File: src/rtl/uart_pkg.sv
// Shared types and constants for the UART frame deframer.
//   state_t    : deframer FSM states
//   err_code_t : reason reported with frame_err
//   DEFAULT_SYNC_BYTE : default frame start marker
package uart_pkg;

    typedef enum logic [2:0] {
        HUNT    = 3'd0,
        LEN     = 3'd1,
        PAYLOAD = 3'd2,
        CHK     = 3'd3,
        EMIT    = 3'd4
    } state_t;

    typedef enum logic [1:0] {
        ERR_NONE    = 2'd0,
        ERR_BAD_LEN = 2'd1,
        ERR_BAD_CHK = 2'd2,
        ERR_TIMEOUT = 2'd3
    } err_code_t;

    localparam logic [7:0] DEFAULT_SYNC_BYTE = 8'hA5;

endpackage

File: src/rtl/uart_frame_buf.sv
// Payload buffer: register array with one synchronous write port and one
// combinational read port. Contents are not reset.
// Ports:
//   i_clk   : clock
//   i_we    : write enable
//   i_waddr : write index
//   i_wdata : write byte
//   i_raddr : read index
//   o_rdata : byte at i_raddr (combinational)
module uart_frame_buf #(
    parameter int MAX_LEN = 16
) (
    input  logic                           i_clk,
    input  logic                           i_we,
    input  logic [$clog2(MAX_LEN+1)-1:0]   i_waddr,
    input  logic [7:0]                     i_wdata,
    input  logic [$clog2(MAX_LEN+1)-1:0]   i_raddr,
    output logic [7:0]                     o_rdata
);

    localparam int AW    = $clog2(MAX_LEN + 1);
    // The array spans the full index range so every index value is in
    // bounds; only slots below MAX_LEN are ever written or read.
    localparam int SLOTS = 1 << AW;

    logic [7:0] r_mem [SLOTS];

    always_ff @(posedge i_clk) begin
        if (i_we) begin
            r_mem[i_waddr] <= i_wdata;
        end
    end

    assign o_rdata = r_mem[i_raddr];

endmodule

File: src/rtl/uart_frame_rx.sv
// Packet deframer downstream of uart_rx. Hunts for SYNC_BYTE, reads a
// length byte, len payload bytes and an XOR checksum (seeded with len).
// Valid frames are replayed from an internal buffer with out_last on the
// final byte; bad frames are dropped with a frame_err pulse and err_code.
// Ports:
//   clk, rst          : clock, synchronous active-high reset
//   in_data/valid/ready   : input byte stream (valid/ready)
//   out_data/valid/ready  : payload byte stream (valid/ready)
//   out_last          : final payload byte of the frame
//   frame_ok          : one-cycle pulse, frame accepted (first EMIT cycle)
//   frame_err         : one-cycle pulse, frame dropped
//   err_code          : reason for the last frame_err, held until next error
// Handshake: a byte moves on a posedge where valid && ready are both high;
// while valid is high and ready is low, data and last are held stable.
module uart_frame_rx
    import uart_pkg::*;
#(
    parameter logic [7:0] SYNC_BYTE      = DEFAULT_SYNC_BYTE,
    parameter int         MAX_LEN        = 16,
    parameter int         TIMEOUT_CYCLES = 100000
) (
    input  logic       clk,
    input  logic       rst,
    input  logic [7:0] in_data,
    input  logic       in_valid,
    output logic       in_ready,
    output logic [7:0] out_data,
    output logic       out_valid,
    input  logic       out_ready,
    output logic       out_last,
    output logic       frame_ok,
    output logic       frame_err,
    output logic [1:0] err_code
);

    localparam int LW = $clog2(MAX_LEN + 1);
    localparam int TW = (TIMEOUT_CYCLES > 0) ? $clog2(TIMEOUT_CYCLES + 1) : 1;
    localparam bit TO_EN = (TIMEOUT_CYCLES != 0);
    localparam logic [TW-1:0] IDLE_LAST = TW'((TIMEOUT_CYCLES > 0) ? TIMEOUT_CYCLES - 1 : 0);

    state_t        r_state;
    err_code_t     r_err_code;
    logic [LW-1:0] r_len;
    logic [LW-1:0] r_wr_idx;
    logic [LW-1:0] r_rd_idx;
    logic [7:0]    r_chk;
    logic [TW-1:0] r_idle;
    logic          r_out_valid;
    logic          r_out_last;
    logic          r_frame_ok;
    logic          r_frame_err;

    logic          w_in_fire;
    logic          w_out_fire;
    logic          w_in_frame;
    logic          w_timeout;
    logic          w_buf_we;
    logic [7:0]    w_rd_data;

    assign in_ready   = !rst && (r_state != EMIT);
    assign w_in_fire  = in_valid && in_ready;
    assign w_out_fire = r_out_valid && out_ready;
    assign w_in_frame = (r_state == LEN) || (r_state == PAYLOAD) || (r_state == CHK);
    // An accepted byte in the expiry cycle takes priority over the timeout.
    assign w_timeout  = TO_EN && w_in_frame && !w_in_fire && (r_idle == IDLE_LAST);
    assign w_buf_we   = (r_state == PAYLOAD) && w_in_fire;

    uart_frame_buf #(
        .MAX_LEN (MAX_LEN)
    ) u_buf (
        .i_clk   (clk),
        .i_we    (w_buf_we),
        .i_waddr (r_wr_idx),
        .i_wdata (in_data),
        .i_raddr (r_rd_idx),
        .o_rdata (w_rd_data)
    );

    always_ff @(posedge clk) begin
        if (rst) begin
            r_state     <= HUNT;
            r_err_code  <= ERR_NONE;
            r_len       <= '0;
            r_wr_idx    <= '0;
            r_rd_idx    <= '0;
            r_chk       <= '0;
            r_idle      <= '0;
            r_out_valid <= 1'b0;
            r_out_last  <= 1'b0;
            r_frame_ok  <= 1'b0;
            r_frame_err <= 1'b0;
        end else begin
            r_frame_ok  <= 1'b0;
            r_frame_err <= 1'b0;

            if (w_in_frame && !w_in_fire) begin
                r_idle <= r_idle + TW'(1);
            end else begin
                r_idle <= '0;
            end

            case (r_state)
                HUNT: begin
                    if (w_in_fire && (in_data == SYNC_BYTE)) begin
                        r_state <= LEN;
                    end
                end
                LEN: begin
                    if (w_in_fire) begin
                        if ((in_data == 8'd0) || (int'(in_data) > MAX_LEN)) begin
                            r_frame_err <= 1'b1;
                            r_err_code  <= ERR_BAD_LEN;
                            r_state     <= HUNT;
                        end else begin
                            r_len    <= LW'(in_data);
                            r_chk    <= in_data;
                            r_wr_idx <= '0;
                            r_state  <= PAYLOAD;
                        end
                    end
                end
                PAYLOAD: begin
                    if (w_in_fire) begin
                        r_chk    <= r_chk ^ in_data;
                        r_wr_idx <= r_wr_idx + LW'(1);
                        if (r_wr_idx == (r_len - LW'(1))) begin
                            r_state <= CHK;
                        end
                    end
                end
                CHK: begin
                    if (w_in_fire) begin
                        if (in_data == r_chk) begin
                            r_state     <= EMIT;
                            r_frame_ok  <= 1'b1;
                            r_out_valid <= 1'b1;
                            r_rd_idx    <= '0;
                            r_out_last  <= (r_len == LW'(1));
                        end else begin
                            r_frame_err <= 1'b1;
                            r_err_code  <= ERR_BAD_CHK;
                            r_state     <= HUNT;
                        end
                    end
                end
                EMIT: begin
                    if (w_out_fire) begin
                        if (r_out_last) begin
                            r_out_valid <= 1'b0;
                            r_out_last  <= 1'b0;
                            r_state     <= HUNT;
                        end else begin
                            r_rd_idx   <= r_rd_idx + LW'(1);
                            r_out_last <= ((r_rd_idx + LW'(1)) == (r_len - LW'(1)));
                        end
                    end
                end
                default: begin
                    r_state <= HUNT;
                end
            endcase

            if (w_timeout) begin
                r_frame_err <= 1'b1;
                r_err_code  <= ERR_TIMEOUT;
                r_state     <= HUNT;
            end
        end
    end

    assign out_data  = w_rd_data;
    assign out_valid = r_out_valid;
    assign out_last  = r_out_last;
    assign frame_ok  = r_frame_ok;
    assign frame_err = r_frame_err;
    assign err_code  = r_err_code;

endmodule

File: config.mk
export PLATFORM = sky130hd
export DESIGN_NAME = uart_frame_rx
export DESIGN_NICKNAME = d
export VERILOG_FILES = /design/src/rtl/uart_pkg.sv /design/src/rtl/uart_frame_buf.sv /design/src/rtl/uart_frame_rx.sv
export SDC_FILE = /design/constraint.sdc
export NUM_CORES = 1
export LEC_CHECK = 0
export ABC_AREA = 1
export CAP_MARGIN = 30
export CORE_MARGIN = 2
export CORE_UTILIZATION = 60
export CTS_CLUSTER_DIAMETER = 150
export CTS_CLUSTER_SIZE = 40
export DETAILED_ROUTE_END_ITERATION = 7
export GPL_TIMING_DRIVEN = 0
export PLACE_DENSITY = 0.78
export SLEW_MARGIN = 10
export SYNTH_ARGS = -nofsm -noshare
export SYNTH_HDL_FRONTEND = slang
export SYNTH_HIERARCHICAL = 1
export SYNTH_SLANG_ARGS = --single-unit
File: constraint.sdc
create_clock -name clk -period 2.8 [get_ports clk]
set_input_delay 0.56 -clock clk [delete_from_list [all_inputs] [get_ports clk]]
set_output_delay 0.56 -clock clk [all_outputs]
set_load 0.02 [all_outputs]
==> results_dict.tcl, run 1 <==
set metrics [dict create \
    status "finished with violations" \
    violations "negative setup slack" \
    power_switching_share_pct 29.51 \
    total_power_uw 9206 \
    route.antenna.remaining_nets 0 \
    seqPwrFrac_pct 54.5 \
    coreArea_mm2 0.02189 \
    floorplan.die_area_mm2 0.02362 \
    total_leakage_power_uw 0.005307 \
    cts.reportedPaths.clkPinSlew_ns 0.14 \
    die_ht_um 153.7 \
    die_x_um 153.7 \
    rows 54 \
    clkLatencyLatePin_ns 0.49 \
    maxSlewViolCount 0 \
    nFillCells 1693 \
    cp-start-kind "input port" \
    setup.worst_path.end_class "flip-flop" \
    antennaDiodeCount 0 \
    overflow 0 \
    max-slew-margin-rel_pct 41.78 \
    clock_tree.htree_level_count 1 \
    vdd_ir_drop_max_mv 0.4610 \
    fin_ws_ns -0.02955 \
    finalSetupTns_ns -0.3538 \
    post-route-period-util_pct 101.1 \
    tritoncts "yes" \
    synthesis.area_mm2 0.01345 \
    synth_seq_cells 305 \
    worst_hold_path_type "reg -> reg" \
    combPwrFrac_pct 23.5 \
    max_clock_freq_mhz 353.4 \
    number_of_buffers_added_by_the_clock_tree_synthesis_step 11 \
    global_route_wire_length_before_repair_mm 48.08 \
    postPlaceCellArea_mm2 0.01404 \
    clock_tree.buffer_depth 3 \
    cp_data_arrival_time_ns 2.97 \
    internal_power_uw 6489 \
    drv_cap 0 \
    syn2layout_area_growth_pct 7.295 \
    worst-slew-pin-transition_ns 0.8701 \
    gp_congestion 0.9549 \
    drc 0 \
    placement.setup.worst_slack_ns -0.6212 \
    mostFrequentLayoutCell "nand2_1" \
    average_wire_per_standard_cell_um 19.02 \
    post_cts_hold_buffer_count 0 \
    hold_viol 0 \
    synth_cell_types 39 \
    criticalPathCategory "in -> reg" \
    final_setup_vio_count 22 \
    critical_path_peak_fanout 8 \
    clkSinkCount 305 \
    final_net_count 1382 \
    dp_hpwl_mm 21.01 \
    grt_setup_unrepaired "true" \
    grt_pass1_vias 8920 \
    syn_avg_cell_area_um2 10.15 \
    dr.first_iter.drc_count 916 \
    pin_count 27 \
    ys.warnings.count 6 \
    floorplan.initialDensity_pct 61.42 \
    layout_cell_area_excl_fill_mm2 0.01443 \
    synthesized_netlist_net_count 1342 \
    crit_required_ns 2.95 \
    number_of_antenna_violations_at_the_first_check_in_global_routing 0 \
    holdPathStages 1 \
    routed_via_density 5.817 \
    worst-r2r-cell-count 8 \
    grt_max_degree 42 \
    track_usage_pct 26.20 \
    leading_cell_types_in_the_layout_fill_and_taps_excluded "446 x nand2_1, 256 x edfxtp_1, 234 x nand3_1" \
    via_count 9593 \
    totalWireLength_mm 31.36 \
    powerDensity_mw_per_mm2 638.1 \
    clock-root-buffer "clkbuf_16" \
    max_clock_skew_ns 0.01970 \
    synth.yosys.seq_area_share_pct 64.47 \
    layout_min_cycle_time_ns 2.830 \
    syn_inst 1325 \
    numPortBuffers 26 \
    sequential_cell_area_mm2 0.008675 \
    final_layout_size_suffix_gt1_share_pct 9.569 \
    clockPowerShare_pct 22.0 \
    drt_pass1_iterations 7 \
    power.switching_uw 2717 \
    multi_input_comb_area_mm2 0.004110 \
]
worst paths after layout:
path,end,start,slack (ns)
max reg2reg,u_buf/r_mem[27][1]$_DFFE_PP_,r_state[1]$_SDFFE_PP0P_,0.14
max,u_buf/r_mem[27][1]$_DFFE_PP_,rst,-0.03
min,r_idle[0]$_SDFF_PP0_,r_idle[0]$_SDFF_PP0_,0.47
min reg2reg,r_idle[0]$_SDFF_PP0_,r_idle[0]$_SDFF_PP0_,0.47
state kept, by name, indices dropped and copies added (netlist names):
name,flops
err_code,2
frame_err,1
frame_ok,1
out_last,1
out_valid,1
r_chk,8
r_idle,17
r_len,5
r_rd_idx,5
r_state,3
r_wr_idx,5
u_buf/r_mem,256
area by class of cell:
class | count | area share, %
Sequential cell | 305 | 60.13
Multi-Input combinational cell | 897 | 28.49
Buffer | 58 | 3.608
Tap cell | 280 | 2.428
Clock buffer | 16 | 2.038
Inverter | 64 | 1.700
Timing Repair Buffer | 28 | 1.492
Clock inverter | 1 | 0.1127
cell usage after synthesis:
| cell | instances | share of area [%] |
|---|---|---|
| a21boi_4 | 1 | 0.14 |
| a21oi_1 | 28 | 1.0 |
| a21oi_2 | 2 | 0.13 |
| buf_1 | 2 | 0.056 |
| buf_2 | 17 | 0.63 |
| buf_4 | 5 | 0.28 |
| buf_6 | 26 | 2.2 |
| clkbuf_1 | 9 | 0.25 |
| dfxtp_1 | 49 | 7.3 |
| edfxtp_1 | 256 | 57 |
| ha_1 | 5 | 0.47 |
| inv_1 | 55 | 1.5 |
| inv_2 | 8 | 0.22 |
| inv_4 | 1 | 0.047 |
| mux2i_1 | 1 | 0.074 |
| nand2_1 | 447 | 12 |
| nand2_2 | 4 | 0.19 |
| nand2_4 | 3 | 0.25 |
| nand3_1 | 235 | 8.7 |
| nand3_2 | 2 | 0.15 |
| nand3b_1 | 1 | 0.056 |
| nand4_1 | 8 | 0.37 |
| nor2_1 | 90 | 2.5 |
| nor2_2 | 1 | 0.047 |
| nor2_4 | 2 | 0.17 |
| nor2_8 | 2 | 0.30 |
| nor3_1 | 14 | 0.52 |
| nor3_4 | 1 | 0.12 |
| nor3b_1 | 1 | 0.056 |
| nor3b_2 | 1 | 0.093 |
| o211ai_1 | 2 | 0.11 |
| o21a_1 | 2 | 0.11 |
| o21ai_0 | 7 | 0.26 |
| o21ai_1 | 15 | 0.56 |
| or2_1 | 1 | 0.047 |
| or2_2 | 2 | 0.093 |
| or2_4 | 1 | 0.065 |
| xnor2_1 | 9 | 0.59 |
| xor2_1 | 9 | 0.59 |
cell families (layout without fill, tap and decap cells):
kind of cell	after synthesis	count (layout)	synth area share, %
adder cells (fa/ha/maj)	5	5	0.4653
XOR/XNOR	18	18	1.173
AO/OA/AOI/OAI	57	57	2.354
AND/OR/NAND/NOR	816	816	26.26
buffers and inverters	123	167	5.202
flip-flops	305	305	64.47
multiplexers	1	1	0.07445
power groups by stage:
stage | sequential [uW] | combinational (uW) | clock, uW
after global placement | 5120 | 2060 | 0
final | 5020 | 2170 | 2020
after CTS | 5020 | 2140 | 2050
after floorplan | 5120 | 1460 | 0
after detailed placement | 5120 | 2110 | 0
after global routing | 5030 | 2360 | 2210
worst max-delay path, stage by stage:
cell             delay [ns]
clkdlybuf4s50_1        0.59
nor3_4                 0.33
nand2_2                0.15
inv_2                  0.15
nand3_1                0.39
nor2_1                 0.79
layer usage:
metal	wire [um]	part of all wire, %	GRT usage [%]
met1	12850	41	36.76
met2	15060	48	43.96
met3	2619	8.4	2.368
met4	834	2.7	8.170
met5	0	0	0
per-stage QoR:
stage / utilization (%) / std cells / hold WS (ns)
after global placement: 64.21 / 1631 / 0.4320
after detailed placement: 64.12 / 1632 / 0.4397
after CTS: 65.84 / 1649 / 0.4659
final: 65.90 / 1649 / 0.4663
after floorplan: - / 1325 / 0.4175
after global routing: 65.90 / 1649 / 0.4904
timing repair:
action	in CTS	in global routing
setup buffers	1	0
setup endpoints to repair	24	121
gates resized for setup	54	26
pin swaps	0	0
No activity file was read; power rests on OpenSTA's default activity.
==> run 2, diff against run 1 <==
--- a/config.mk
+++ b/config.mk
@@ -9,7 +9,7 @@
 export CAP_MARGIN = 30
 export CORE_MARGIN = 2
 export CORE_UTILIZATION = 60
-export CTS_CLUSTER_DIAMETER = 150
+export CTS_CLUSTER_DIAMETER = 120
 export CTS_CLUSTER_SIZE = 40
 export DETAILED_ROUTE_END_ITERATION = 7
 export GPL_TIMING_DRIVEN = 0
==> results of run 2 <==
Final layout, timing and power as in run 1 (identical DEF).
